### config.mk
export PLATFORM = sky130hd
export DESIGN_NAME = execute_stage
export DESIGN_NICKNAME = d
export VERILOG_FILES = /design/src/rtl/execute_stage.sv
export SDC_FILE = /design/constraint.sdc
export NUM_CORES = 1
export LEC_CHECK = 0
export CAP_MARGIN = 20
export CORE_ASPECT_RATIO = 1.1
export CORE_MARGIN = 4
export CORE_UTILIZATION = 25
export CTS_CLUSTER_SIZE = 20
export DETAILED_ROUTE_END_ITERATION = 7
export GPL_TIMING_DRIVEN = 0
export REMOVE_ABC_BUFFERS = 1
export SETUP_SLACK_MARGIN = 0.4
export SYNTH_ARGS = -nofsm -noshare
export SYNTH_HDL_FRONTEND = slang
export SYNTH_SLANG_ARGS = --single-unit
### constraint.sdc
create_clock -name clk -period 7.3 [get_ports clk]
set_input_delay 1.825 -clock clk [delete_from_list [all_inputs] [get_ports clk]]
set_output_delay 1.825 -clock clk [all_outputs]
set_load 0.01 [all_outputs]
### src/rtl/execute_stage.sv
// RV32I Execute stage: operand forwarding, ALU, branch/jump resolution and
// the Execute-to-Memory pipeline register with stall and bubble support.
module execute_stage #(
  parameter int unsigned D_WIDTH = 32,
  parameter int unsigned A_WIDTH = 5
) (
  input  logic               clk,
  input  logic               rst_n,
  input  logic               EnM,
  input  logic               FlushM,
  input  logic               ValidE,
  input  logic               RegWriteE,
  input  logic               MemWriteE,
  input  logic               a_typeE,
  input  logic               JumpE,
  input  logic               JalrE,
  input  logic               BranchE,
  input  logic               ALUSrcE,
  input  logic [1:0]         ResultSrcE,
  input  logic [3:0]         ALUControlE,
  input  logic [2:0]         Funct3E,
  input  logic [D_WIDTH-1:0] RD1E,
  input  logic [D_WIDTH-1:0] RD2E,
  input  logic [D_WIDTH-1:0] ImmExtE,
  input  logic [D_WIDTH-1:0] PCE,
  input  logic [D_WIDTH-1:0] PCPlus4E,
  input  logic [A_WIDTH-1:0] RdE,
  input  logic [1:0]         ForwardAE,
  input  logic [1:0]         ForwardBE,
  input  logic [D_WIDTH-1:0] ResultW,
  output logic               PCSrcE,
  output logic [D_WIDTH-1:0] PCTargetE,
  output logic               RegWriteM,
  output logic               MemWriteM,
  output logic               a_typeM,
  output logic               ValidM,
  output logic [1:0]         ResultSrcM,
  output logic [D_WIDTH-1:0] ALUResultM,
  output logic [D_WIDTH-1:0] WriteDataM,
  output logic [D_WIDTH-1:0] PCPlus4M,
  output logic [A_WIDTH-1:0] RdM
);

  localparam int unsigned SH_W = 5;

  localparam logic [3:0] ALU_ADD   = 4'b0000;
  localparam logic [3:0] ALU_SUB   = 4'b0001;
  localparam logic [3:0] ALU_AND   = 4'b0010;
  localparam logic [3:0] ALU_OR    = 4'b0011;
  localparam logic [3:0] ALU_XOR   = 4'b0100;
  localparam logic [3:0] ALU_SLT   = 4'b0101;
  localparam logic [3:0] ALU_SLTU  = 4'b0110;
  localparam logic [3:0] ALU_SLL   = 4'b0111;
  localparam logic [3:0] ALU_SRL   = 4'b1000;
  localparam logic [3:0] ALU_SRA   = 4'b1001;
  localparam logic [3:0] ALU_PASSB = 4'b1010;

  logic               r_reg_write;
  logic               r_mem_write;
  logic               r_a_type;
  logic               r_valid;
  logic [1:0]         r_result_src;
  logic [D_WIDTH-1:0] r_alu_result;
  logic [D_WIDTH-1:0] r_write_data;
  logic [D_WIDTH-1:0] r_pc_plus4;
  logic [A_WIDTH-1:0] r_rd;

  logic [D_WIDTH-1:0] w_src_a;
  logic [D_WIDTH-1:0] w_write_data;
  logic [D_WIDTH-1:0] w_src_b;
  logic [SH_W-1:0]    w_shamt;
  logic [D_WIDTH-1:0] w_alu_result;
  logic               w_ab_lt;
  logic               w_ab_ltu;
  logic               w_ab_lt_b;
  logic               w_ab_ltu_b;
  logic               w_cond;
  logic [D_WIDTH-1:0] w_jalr_sum;

  // Operand forwarding; code 10 feeds back the previous instruction's result
  always_comb begin
    w_src_a = RD1E;
    case (ForwardAE)
      2'b01:   w_src_a = ResultW;
      2'b10:   w_src_a = r_alu_result;
      default: w_src_a = RD1E;
    endcase
    w_write_data = RD2E;
    case (ForwardBE)
      2'b01:   w_write_data = ResultW;
      2'b10:   w_write_data = r_alu_result;
      default: w_write_data = RD2E;
    endcase
  end

  assign w_src_b = ALUSrcE ? ImmExtE : w_write_data;
  assign w_shamt = w_src_b[SH_W-1:0];
  assign w_ab_lt  = $signed(w_src_a) < $signed(w_src_b);
  assign w_ab_ltu = w_src_a < w_src_b;

  always_comb begin
    w_alu_result = '0;
    case (ALUControlE)
      ALU_ADD:   w_alu_result = w_src_a + w_src_b;
      ALU_SUB:   w_alu_result = w_src_a - w_src_b;
      ALU_AND:   w_alu_result = w_src_a & w_src_b;
      ALU_OR:    w_alu_result = w_src_a | w_src_b;
      ALU_XOR:   w_alu_result = w_src_a ^ w_src_b;
      ALU_SLT:   w_alu_result = {{(D_WIDTH-1){1'b0}}, w_ab_lt};
      ALU_SLTU:  w_alu_result = {{(D_WIDTH-1){1'b0}}, w_ab_ltu};
      ALU_SLL:   w_alu_result = w_src_a << w_shamt;
      ALU_SRL:   w_alu_result = w_src_a >> w_shamt;
      ALU_SRA:   w_alu_result = $unsigned($signed(w_src_a) >>> w_shamt);
      ALU_PASSB: w_alu_result = w_src_b;
      default:   w_alu_result = '0;
    endcase
  end

  // Branches always compare the register operands, never the immediate
  assign w_ab_lt_b  = $signed(w_src_a) < $signed(w_write_data);
  assign w_ab_ltu_b = w_src_a < w_write_data;

  always_comb begin
    w_cond = 1'b0;
    case (Funct3E)
      3'b000:  w_cond = (w_src_a == w_write_data);
      3'b001:  w_cond = (w_src_a != w_write_data);
      3'b100:  w_cond = w_ab_lt_b;
      3'b101:  w_cond = ~w_ab_lt_b;
      3'b110:  w_cond = w_ab_ltu_b;
      3'b111:  w_cond = ~w_ab_ltu_b;
      default: w_cond = 1'b0;
    endcase
  end

  assign w_jalr_sum = w_src_a + ImmExtE;
  assign PCTargetE  = JalrE ? {w_jalr_sum[D_WIDTH-1:1], 1'b0} : (PCE + ImmExtE);
  assign PCSrcE     = ValidE & (JumpE | (BranchE & w_cond));

  // E/M pipeline register: reset and flush both produce a bubble
  always_ff @(posedge clk) begin
    if (!rst_n || FlushM) begin
      r_reg_write  <= 1'b0;
      r_mem_write  <= 1'b0;
      r_a_type     <= 1'b0;
      r_valid      <= 1'b0;
      r_result_src <= '0;
      r_alu_result <= '0;
      r_write_data <= '0;
      r_pc_plus4   <= '0;
      r_rd         <= '0;
    end else if (EnM) begin
      r_reg_write  <= RegWriteE & ValidE;
      r_mem_write  <= MemWriteE & ValidE;
      r_a_type     <= a_typeE & ValidE;
      r_valid      <= ValidE;
      r_result_src <= ValidE ? ResultSrcE : 2'b00;
      r_alu_result <= w_alu_result;
      r_write_data <= w_write_data;
      r_pc_plus4   <= PCPlus4E;
      r_rd         <= RdE;
    end
  end

  assign RegWriteM  = r_reg_write;
  assign MemWriteM  = r_mem_write;
  assign a_typeM    = r_a_type;
  assign ValidM     = r_valid;
  assign ResultSrcM = r_result_src;
  assign ALUResultM = r_alu_result;
  assign WriteDataM = r_write_data;
  assign PCPlus4M   = r_pc_plus4;
  assign RdM        = r_rd;

endmodule

==> metrics.yaml <==
synthAdderAreaFrac: 0.144
wl_met3_mm: 6.86
start_util: 0.252
top_layer_used: "met5"
ys_seq_area_frac: 0.119
fmax_mhz: 137
grtUsageTotal: 0.237
yosys_warnings: 0
clockBufferDepth: 2
core_area_um2: 71700
dr_wl_met2_mm: 44.9
antenna_found_initial: 3
setup_viol: 0
drive_gt1_frac: 0.145
cp_slowest_stage_delay_ps: 310
critPathRequiredTime_ps: 5480
ys.flop_type: "dfxtp_1"
rsz0062_at_grt: "yes"
final_cell_mix: "clkdlybuf4s50_1 (319), nand2_1 (300), nor2_1 (296), a21oi_1 (271), o21ai_0 (179)"
grt_pass1_vias: 21800
finalCriticalPeriod_ps: 7280
firstDrtPassIters: 6
skew_ps: 22.1
syn2layout_area_growth_pct: 39.8
viasPerCell: 5.70
die_y_um: 290
gp_congestion: 0.985
post-place-ws_ps: -2970
route.detailed.drc: 0
drtAntennaViolNets: 0
yosys.area_share.simple: 0.194
setup_slack_ps: 21.1
synth_edf_count: 0
dieArea_um2: 76600
wl_per_cell_um: 24.4
hold_end: "WriteDataM[11]$_SDFFE_PP0P_"
path_cells: "buf_8 > inv_4 > ha_4 > buf_12 > clkinvlp_4 > buf_12 > buf_4 > o21ai_4 > inv_4 > ha_4 > a21oi_2 > o21ai_2 > a221oi_2 > o21ai_4 > buf_4 > buf_6 > a21o_1 > a21o_1 > a21o_1 > a21oi_2 > xor2_1 > a21oi_2 > buf_2"
synth_xor_xnor_area_share: 0.0368
endpoint_kind: "output port"
die_w_um: 264
clkLatencyLatePin_ps: 430
cts-hold-fix-buffers: 0
synth_area_per_cell_um2: 6.82
cts_buffers: 9
tritoncts: "built"
drt-met1-wl_mm: 37.7
r2r_start: "ALUResultM[0]$_SDFFE_PP0P_"
tightest_slew_ps: 1070
status: "finished clean"
crit_slowest_cell: "a221oi_2"
io_pins: 362
nNetsFinal: 3422
max_cap_viol_count: 0
finalHoldViolCount: 0
htree_levels: 3
final_common_cell: "clkdlybuf4s50_1"
place.port_buffers: 361
slew_violations: 0
cp.arrival_ps: 5450
clock-sinks: 107
synth_top_family_by_area: "compound AO/OA/AOI/OAI gates"
grt_start_max_net_pins: 57
drtIter0Drc: 2376
placed_area_um2: 22700
hp-class: "flop to flop"
leakagePower_nw: 10.1
ff2ff_path_depth: 32
cp-start-kind: "input port"
slew_headroom: 0.285
dp_hpwl_mm: 71.0
globalRouteOverflowTotal: 0
syn_inst: 2650
grt_pass1_wl_mm: 140
crit_type: "input port to output port"
syn_area_um2: 18100
routed-via-count: 22500
ir_worst_vdd_v: 0.000138
whs_path_depth: 2
reg2reg_slack_ps: 1700
hp-start: "WriteDataM[11]$_SDFFE_PP0P_"
clkSlewWorstSetupHoldPaths_ps: 70
synth_cell_types: 89
fp-row-count: 103
period_share: 0.997
worst-path-max-fanout: 7
clock_tree.root_cell: "clkbuf_16"
drt-total-wl_mm: 96.4
synth_compound_area_frac: 0.355
powerDensity_nw_per_um2: 150
async_reset_ff_frac: 0
finalInstanceArea_um2: 25300
rr_endpoint: "ALUResultM[26]$_SDFFE_PP0P_"
synthMuxAreaShare: 0.0785
ys_ff_latch: 107
==> per-layer routing <==
metal,global-route usage,vias to the layer above
li1,-,10400
met1,0.287,10600
met2,0.392,1180
met3,0.0369,316
met4,0.146,4
met5,0,-
==> through the flow <==
stage	power (mW)	std cells	utilization	TNS (ps)	hold WS (ps)
3_5_place_dp	2.81	3813	0.317	-84420	478
3_3_place_gp	2.78	3776	0.308	-298530	467
4_1_cts	3.63	3912	0.345	0	498
6_report	3.78	3945	0.353	0	494
2_1_floorplan	1.98	2470	-	-10360	491
5_1_grt	3.98	3944	0.353	-415	520
==> critical path, delay by kind of cell <==
kind            cells  cell delay (ps)
fa+ha+maj           2              550
xor+xnor            1              200
compound gates     10             1670
buf+inv            10             1190
==> worst max path at each step <==
stage / start / end / slack [ps] / cells after the start
2_1_floorplan: ForwardAE[0] / PCTargetE[31] / -690 / 17
3_3_place_gp: ForwardAE[0] / PCTargetE[31] / -4660 / 19
3_5_place_dp: ForwardAE[0] / PCTargetE[31] / -2970 / 20
4_1_cts: ForwardAE[0] / PCTargetE[28] / 60 / 22
5_1_grt: ForwardAE[0] / PCTargetE[28] / -100 / 22
6_report: ForwardAE[0] / PCTargetE[17] / 20 / 23
==> where the power goes <==
part / total (mW) / internal (mW) / switching, mW
Sequential: 0.616 / 0.601 / 0.0153
Combinational: 2.58 / 1.04 / 1.54
Clock: 0.584 / 0.272 / 0.312
==> Yosys cell counts (13+ instances only) <==
library cell    n  area (µm²)
a211oi_1       24         180
a21o_1         39         293
a21oi_1       305        1530
a221o_1        15         150
a221oi_1       27         236
a22oi_1        74         556
a31oi_1        19         119
buf_1          24        90.1
buf_2          37         185
clkbuf_1      102         383
dfxtp_1       107        2140
ha_1          202        2530
inv_1         122         458
mux2_2         13         146
mux2i_1       127        1270
nand2_1       301        1130
nand2b_1       30         188
nand3_1        43         215
nand4_1        13        81.3
nor2_1        303        1140
nor2b_1        24         150
nor3_1         40         200
o211ai_1       36         270
o21a_1         22         165
o21ai_0       211        1060
o21ai_1        45         225
o21bai_1       29         218
o22ai_1        21         131
or3_1          13        81.3
xnor2_1        55         482
xor2_1         21         184
==> flip-flops by register name (all words and copies together) (netlist names) <==
name / flops
RdM: 5
WriteDataM: 32
ValidM: 1
ALUResultM: 32
RegWriteM: 1
PCPlus4M: 32
ResultSrcM: 2
a_typeM: 1
MemWriteM: 1
==> cell families (layout without fill, tap and decap cells) <==
kind of cell               after synthesis  count (layout)
buffers and inverters                  307             654
xor gates and xnor gates                76              76
adders and majority gates              206             206
DFF                                    107             107
AOI/OAI and AO/OA                     1000            1002
and+or+nand+nor                        814             814
muxes                                  140             140
other                                    0               1
==> repair_timing <==
item                       CTS  global route
cloned                       9             1
resized for setup          308            93
setup endpoints to repair   58            39
setup buffers               74            31
pin swaps                   88            65
==> cell type report <==
| cell class | count | area (µm²) |
|---|---|---|
| fillers | 7677 | 46400 |
| multi-input cells | 2238 | 15900 |
| repair buffers | 511 | 5240 |
| flip-flops and latches | 107 | 2140 |
| well taps | 945 | 1180 |
| inverters | 127 | 498 |
| clock buffers | 10 | 229 |
| clock inverters | 6 | 73.8 |
| diodes | 1 | 2.50 |
(Power assumes the default switching activity.)
==> RTL edit 1: new RTL, same flow settings <==
The parameter `D_WIDTH` goes from 32 to 16.
--- a/src/rtl/execute_stage.sv
+++ b/src/rtl/execute_stage.sv
@@ -3,3 +3,3 @@
 module execute_stage #(
-  parameter int unsigned D_WIDTH = 32,
+  parameter int unsigned D_WIDTH = 16,
   parameter int unsigned A_WIDTH = 5
Ports: changed (10 resized); port bits go from 362 to 202. The function was not compared with the original's and may differ.
==> RTL edit 1 against the unedited design <==
Count of clock-buffer cells in the layout increased by 2; wire length decreased by 59%; total power decreased by 45%; hold slack got worse by 27 ps; sequential cell count decreased by 48; fmax increased by 7.7%; design area decreased by 51%; synthesized area decreased by 52%; setup slack improved by 520 ps; highest routed layer is now met4; die area decreased by 51%.
==> RTL edit 1: results (changes against the unedited design) <==
outcome=finished clean; gr usage total=0.203 (-0.0339); detailed-route wire length per cell=21.8 µm (-11%); Cell variety after synth=80 (-10%); drt first pass iters=5 (-1); placed cell area=11,100 µm² (-51%); Main synth FF type=dfxtp_1; H-Tree Level Count=3 (unchanged); Synth async-reset ratio=0 (unchanged); R2R Path Start=ALUResultM[1]$_SDFFE_PP0P_; hold_sp=WriteDataM[2]$_SDFFE_PP0P_; Ys Warns=0 (unchanged); grt met1 use=0.244 (-0.0430); slowest cell on the critical path=a221o_1; antenna violations before repair=1 (-2); largest net degree at the start of global routing=36 (-37%); CP Max Fanout=6 (-1); nets=1,622 (-53%); Hold Path Class=reg2reg; Max Root-Sink Buffers=2 (unchanged); GRT overflow=0 (unchanged); grt met2 use=0.352 (-0.0403); final RePlAce weighted congestion=0.967 (-1.8%); measured slew at the worst slew-check pin=1150 ps (+74.4 ps); Synth top cells by count=nor2_1 (152), ha_1 (100), nand2_1 (89); maximum VDD drop=0.0797 mV (-42%); GR Util met3=0.0325 (-0.00442); Clk Latency, worst-skew pair=350 ps (-80 ps); crit path launch=ForwardAE[0]; Final Max Tran Viols=0 (unchanged); Worst path max stage delay=380 ps (+70 ps); clk slew on worst S/H paths=50 ps (-20 ps); Initial DRC Count=740 (-69%); crit path DAT=4930 ps (-520 ps); Num CTS Buffers=9 (unchanged); IO buf count=201 (-44%); clock skew=7.99 ps (-14.1 ps); ratio of cells with drive above 1 in the final layout=0.130 (-0.0148); Pleak=0.00499 µW (-50%); sequential area share after synthesis=0.136 (+0.0172); fillcell total=3,617 (-53%); post-route insts no fill=1,836 (-53%); Mapped Cells=1,195 (-55%); pre-CTS setup slack=-1790 ps (+1180 ps); clock tree root driver cell=clkbuf_16; vias=10,000 (-55%); first-pass GRT wire length=59.9 mm (-57%); DP HPWL=30.8 mm (-57%); Synth area leaders=ha_1 (14%), dfxtp_1 (14%), mux2i_1 (8.6%)
## RTL edit 1: stage by stage
step | hold slack [ps] | power [µW]
after floorplan | 490 | 1010
after global placement | 456 | 1390
after detailed placement | 458 | 1400
after CTS | 467 | 2050
after global routing | 499 | 2200
final | 466 | 2090
## RTL edit 1: critical path: cells and delay by family
family,cells,cell delay [ps]
AO/OA/AOI/OAI,7,1320
buffers and inverters,5,540
AND/OR/NAND/NOR,2,430
adder cells (fa/ha/maj),2,410
multiplexers,1,220
XOR/XNOR,1,190
## RTL edit 1: cell type report
class,count,area [µm²],share of cell area
sequential,59,1180,0.0958
timing repair buffer,256,2560,0.207
clock inverter,4,120,0.00974
tap,438,548,0.0444
inverter,64,251,0.0204
multi-input combinational,1002,7420,0.601
clock buffer,12,256,0.0208
antenna,1,2.50,0.000203
## RTL edit 1: logic make-up after synthesis
kind of cell,after synthesis,share of synthesized area
AO/OA/AOI/OAI,395,0.314
XOR/XNOR,36,0.0363
adder cells (fa/ha/maj),104,0.153
buffers and inverters,134,0.0652
flip-flops,59,0.136
multiplexers,78,0.0902
AND/OR/NAND/NOR,389,0.205
## RTL edit 1: worst paths after layout
path	to	slack [ps]	cells past startpoint
worst min-delay path	WriteDataM[2]$_SDFFE_PP0P_	470	2
worst max register to register	ALUResultM[12]$_SDFFE_PP0P_	3130	13
worst min register to register	WriteDataM[2]$_SDFFE_PP0P_	470	2
worst max-delay path	PCTargetE[15]	540	18
## RTL edit 1: timing repair
action | 4_1_cts | 5_1_grt
pin swaps | 15 | 11
gates cloned | 0 | 0
setup endpoints to repair | 16 | 8
buffers inserted | 37 | 5
resized for setup | 121 | 21
endpoints found under the hold margin | 0 | 0
hold buffers | 0 | 0
## RTL edit 1: report_power, final
| part | switching, µW | leakage, µW | internal (µW) |
|---|---|---|---|
| combinational | 671 | 0.00433 | 514 |
| clock | 173 | 0.000183 | 387 |
| sequential | 7.94 | 0.000479 | 333 |
| total | 852 | 0.00499 | 1230 |
## RTL edit 1: routing by layer
metal / part of all wire / vias up / wire length (µm)
li1: - / 4794 / -
met1: 0.40 / 4786 / 16100
met2: 0.50 / 361 / 19800
met3: 0.056 / 97 / 2240
met4: 0.045 / 0 / 1790
met5: 0 / - / 0
==> RTL edit 2: new RTL, same flow settings <==
Without the edit above. Register the input `FlushM` before use, without a reset. The logic sees it one clock later. The other inputs are not delayed to match.
--- a/src/rtl/execute_stage.sv
+++ b/src/rtl/execute_stage.sv
@@ -56,2 +56,8 @@
   localparam logic [3:0] ALU_PASSB = 4'b1010;
+
+  logic FlushM_q;
+
+  always_ff @(posedge clk) begin
+    FlushM_q <= FlushM;
+  end
 
@@ -141,3 +147,3 @@
   always_ff @(posedge clk) begin
-    if (!rst_n || FlushM) begin
+    if (!rst_n || FlushM_q) begin
       r_reg_write  <= 1'b0;
Formal check against the unedited RTL: not equivalent (a bounded check fails within 4 cycles, from zero or initial values).
==> RTL edit 2 against the unedited design <==
The run now ends with setup timing left; hold slack worse by 3.8 ps; sequential power is 1% higher; setup slack worse by 120 ps; design area is 0.60% lower; wire length is 1.2% lower; total power is 0.29% lower; via count hardly changed; synthesized area is 0.11% higher; sequential cell count is 1 higher; die area is 0.11% higher; critical path type unchanged.
==> RTL edit 2: results (changes against the unedited design) <==
Slew headroom=0.258 (-0.0269); gr usage total=0.235 (-0.00201); first-pass GRT wire length=139 mm (-0.73%); Synth top cells by count=a21oi_1 (305), nor2_1 (303), nand2_1 (301); Worst path max stage delay=310 ps (about the same); crit path DAT=5570 ps (+120 ps); H-Tree Level Count=3 (unchanged); final worst slack=-97.4 ps (-118 ps); vias per cell=5.69 (-0.15%); Initial DRC Count=2,314 (-2.6%); TNS Setup=-376 ps (-376 ps); CP Max Fanout=5 (-2); Top Layer Used=met4; final RePlAce weighted congestion=1.01 (+2.1%); DP HPWL=70.1 mm (-1.4%); GR Util met3=0.0371 (+0.000254); largest net degree at the start of global routing=57 (unchanged); WL met1=37.6 mm (-0.41%); drt first pass iters=5 (-1); number of flops mapped to enable cells by yosys=0 (unchanged); outcome=finished with violations; Ys Warns=0 (unchanged); clk slew on worst S/H paths=about 80 ps; slowest cell on the critical path=o31a_1; ratio of cells with drive above 1 in the final layout=0.137 (-0.00756); Max Root-Sink Buffers=2 (unchanged); crit path launch=ForwardAE[0]; R2R Path Start=ALUResultM[0]$_SDFFE_PP0P_; Synth area leaders=ha_1 (14%), dfxtp_1 (12%), a21oi_1 (8.4%); Main synth FF type=dfxtp_1; Clk Latency, worst-skew pair=430 ps (about the same); maximum VDD drop=0.137 mV (-1.2%); Pleak=0.0101 µW (+0.22%); metal2 WL=44.7 mm (-0.49%); vias in the first global route=21,600 (-0.90%); Num CTS Buffers=9 (unchanged); detailed-route wire length per cell=24.1 µm (-1.3%); failing checks=setup timing; grt met1 use=0.286 (-0.00167); Synth async-reset ratio=0 (unchanged); final setup vio count=7 (+7); placed cell area=22,600 µm² (-0.28%); met3 WL=6.95 mm (+1.4%); cell family with most CP delay=compound AO/OA/AOI/OAI gates; grt met2 use=0.395 (+0.00315); Hold Path Class=reg2reg; Cell variety after synth=89 (unchanged); clock tree root driver cell=clkbuf_16; IO buf count=361 (unchanged); sequential area share after synthesis=0.120 (+0.000976); hold_sp=WriteDataM[30]$_SDFFE_PP0P_; antenna violations before repair=1 (-2); clock skew=18.8 ps (-3.31 ps); nets=3,428 (+0.18%)
-- RTL edit 2: metrics by stage --
step | setup slack [ps] | cells
after floorplan | -686 | 2471
after global placement | -4620 | 3777
after detailed placement | -2900 | 3808
after CTS | -29.5 | 3928
after global routing | -209 | 3950
final | -97.4 | 3950
-- RTL edit 2: final cells by class --
class                   instances  area [µm²]
diodes                          1        2.50
clock buffers                   9         225
clock inverters                 6        46.3
fillers                      7522       46700
inverters                     127         503
multi-input cells            2237       15700
flip-flops and latches        108        2160
well taps                     945        1180
repair buffers                517        5240
-- RTL edit 2: cells by family after synthesis --
| group | after synthesis | share of synthesized area |
|---|---|---|
| and+or+nand+nor | 814 | 0.194 |
| AOI/OAI and AO/OA | 1000 | 0.355 |
| DFF | 108 | 0.120 |
| muxes | 140 | 0.0784 |
| xor gates and xnor gates | 76 | 0.0368 |
| buffers and inverters | 307 | 0.0719 |
| adders and majority gates | 206 | 0.144 |
-- RTL edit 2: path summary, 6_finish.rpt --
path | endpoint | slack (ps) | cells after the start
hold / removal | WriteDataM[30]$_SDFFE_PP0P_ | 490 | 2
setup / recovery | PCTargetE[26] | -100 | 23
hold reg to reg | WriteDataM[30]$_SDFFE_PP0P_ | 490 | 2
setup reg to reg | ALUResultM[4]$_SDFFE_PP0P_ | 1640 | 42
-- RTL edit 2: report_power, final --
part | total (µW) | switching, µW | internal [µW]
combinational | 2600 | 1540 | 1060
clock | 548 | 314 | 234
sequential | 623 | 16.1 | 607
total | 3770 | 1870 | 1900
-- RTL edit 2: what timing repair did --
item / CTS / global route
buffers inserted: 98 / 20
cloned: 7 / 0
resized for setup: 311 / 85
setup endpoints to repair: 60 / 47
pin swaps: 85 / 54
endpoints found under the hold margin: 0 / 0
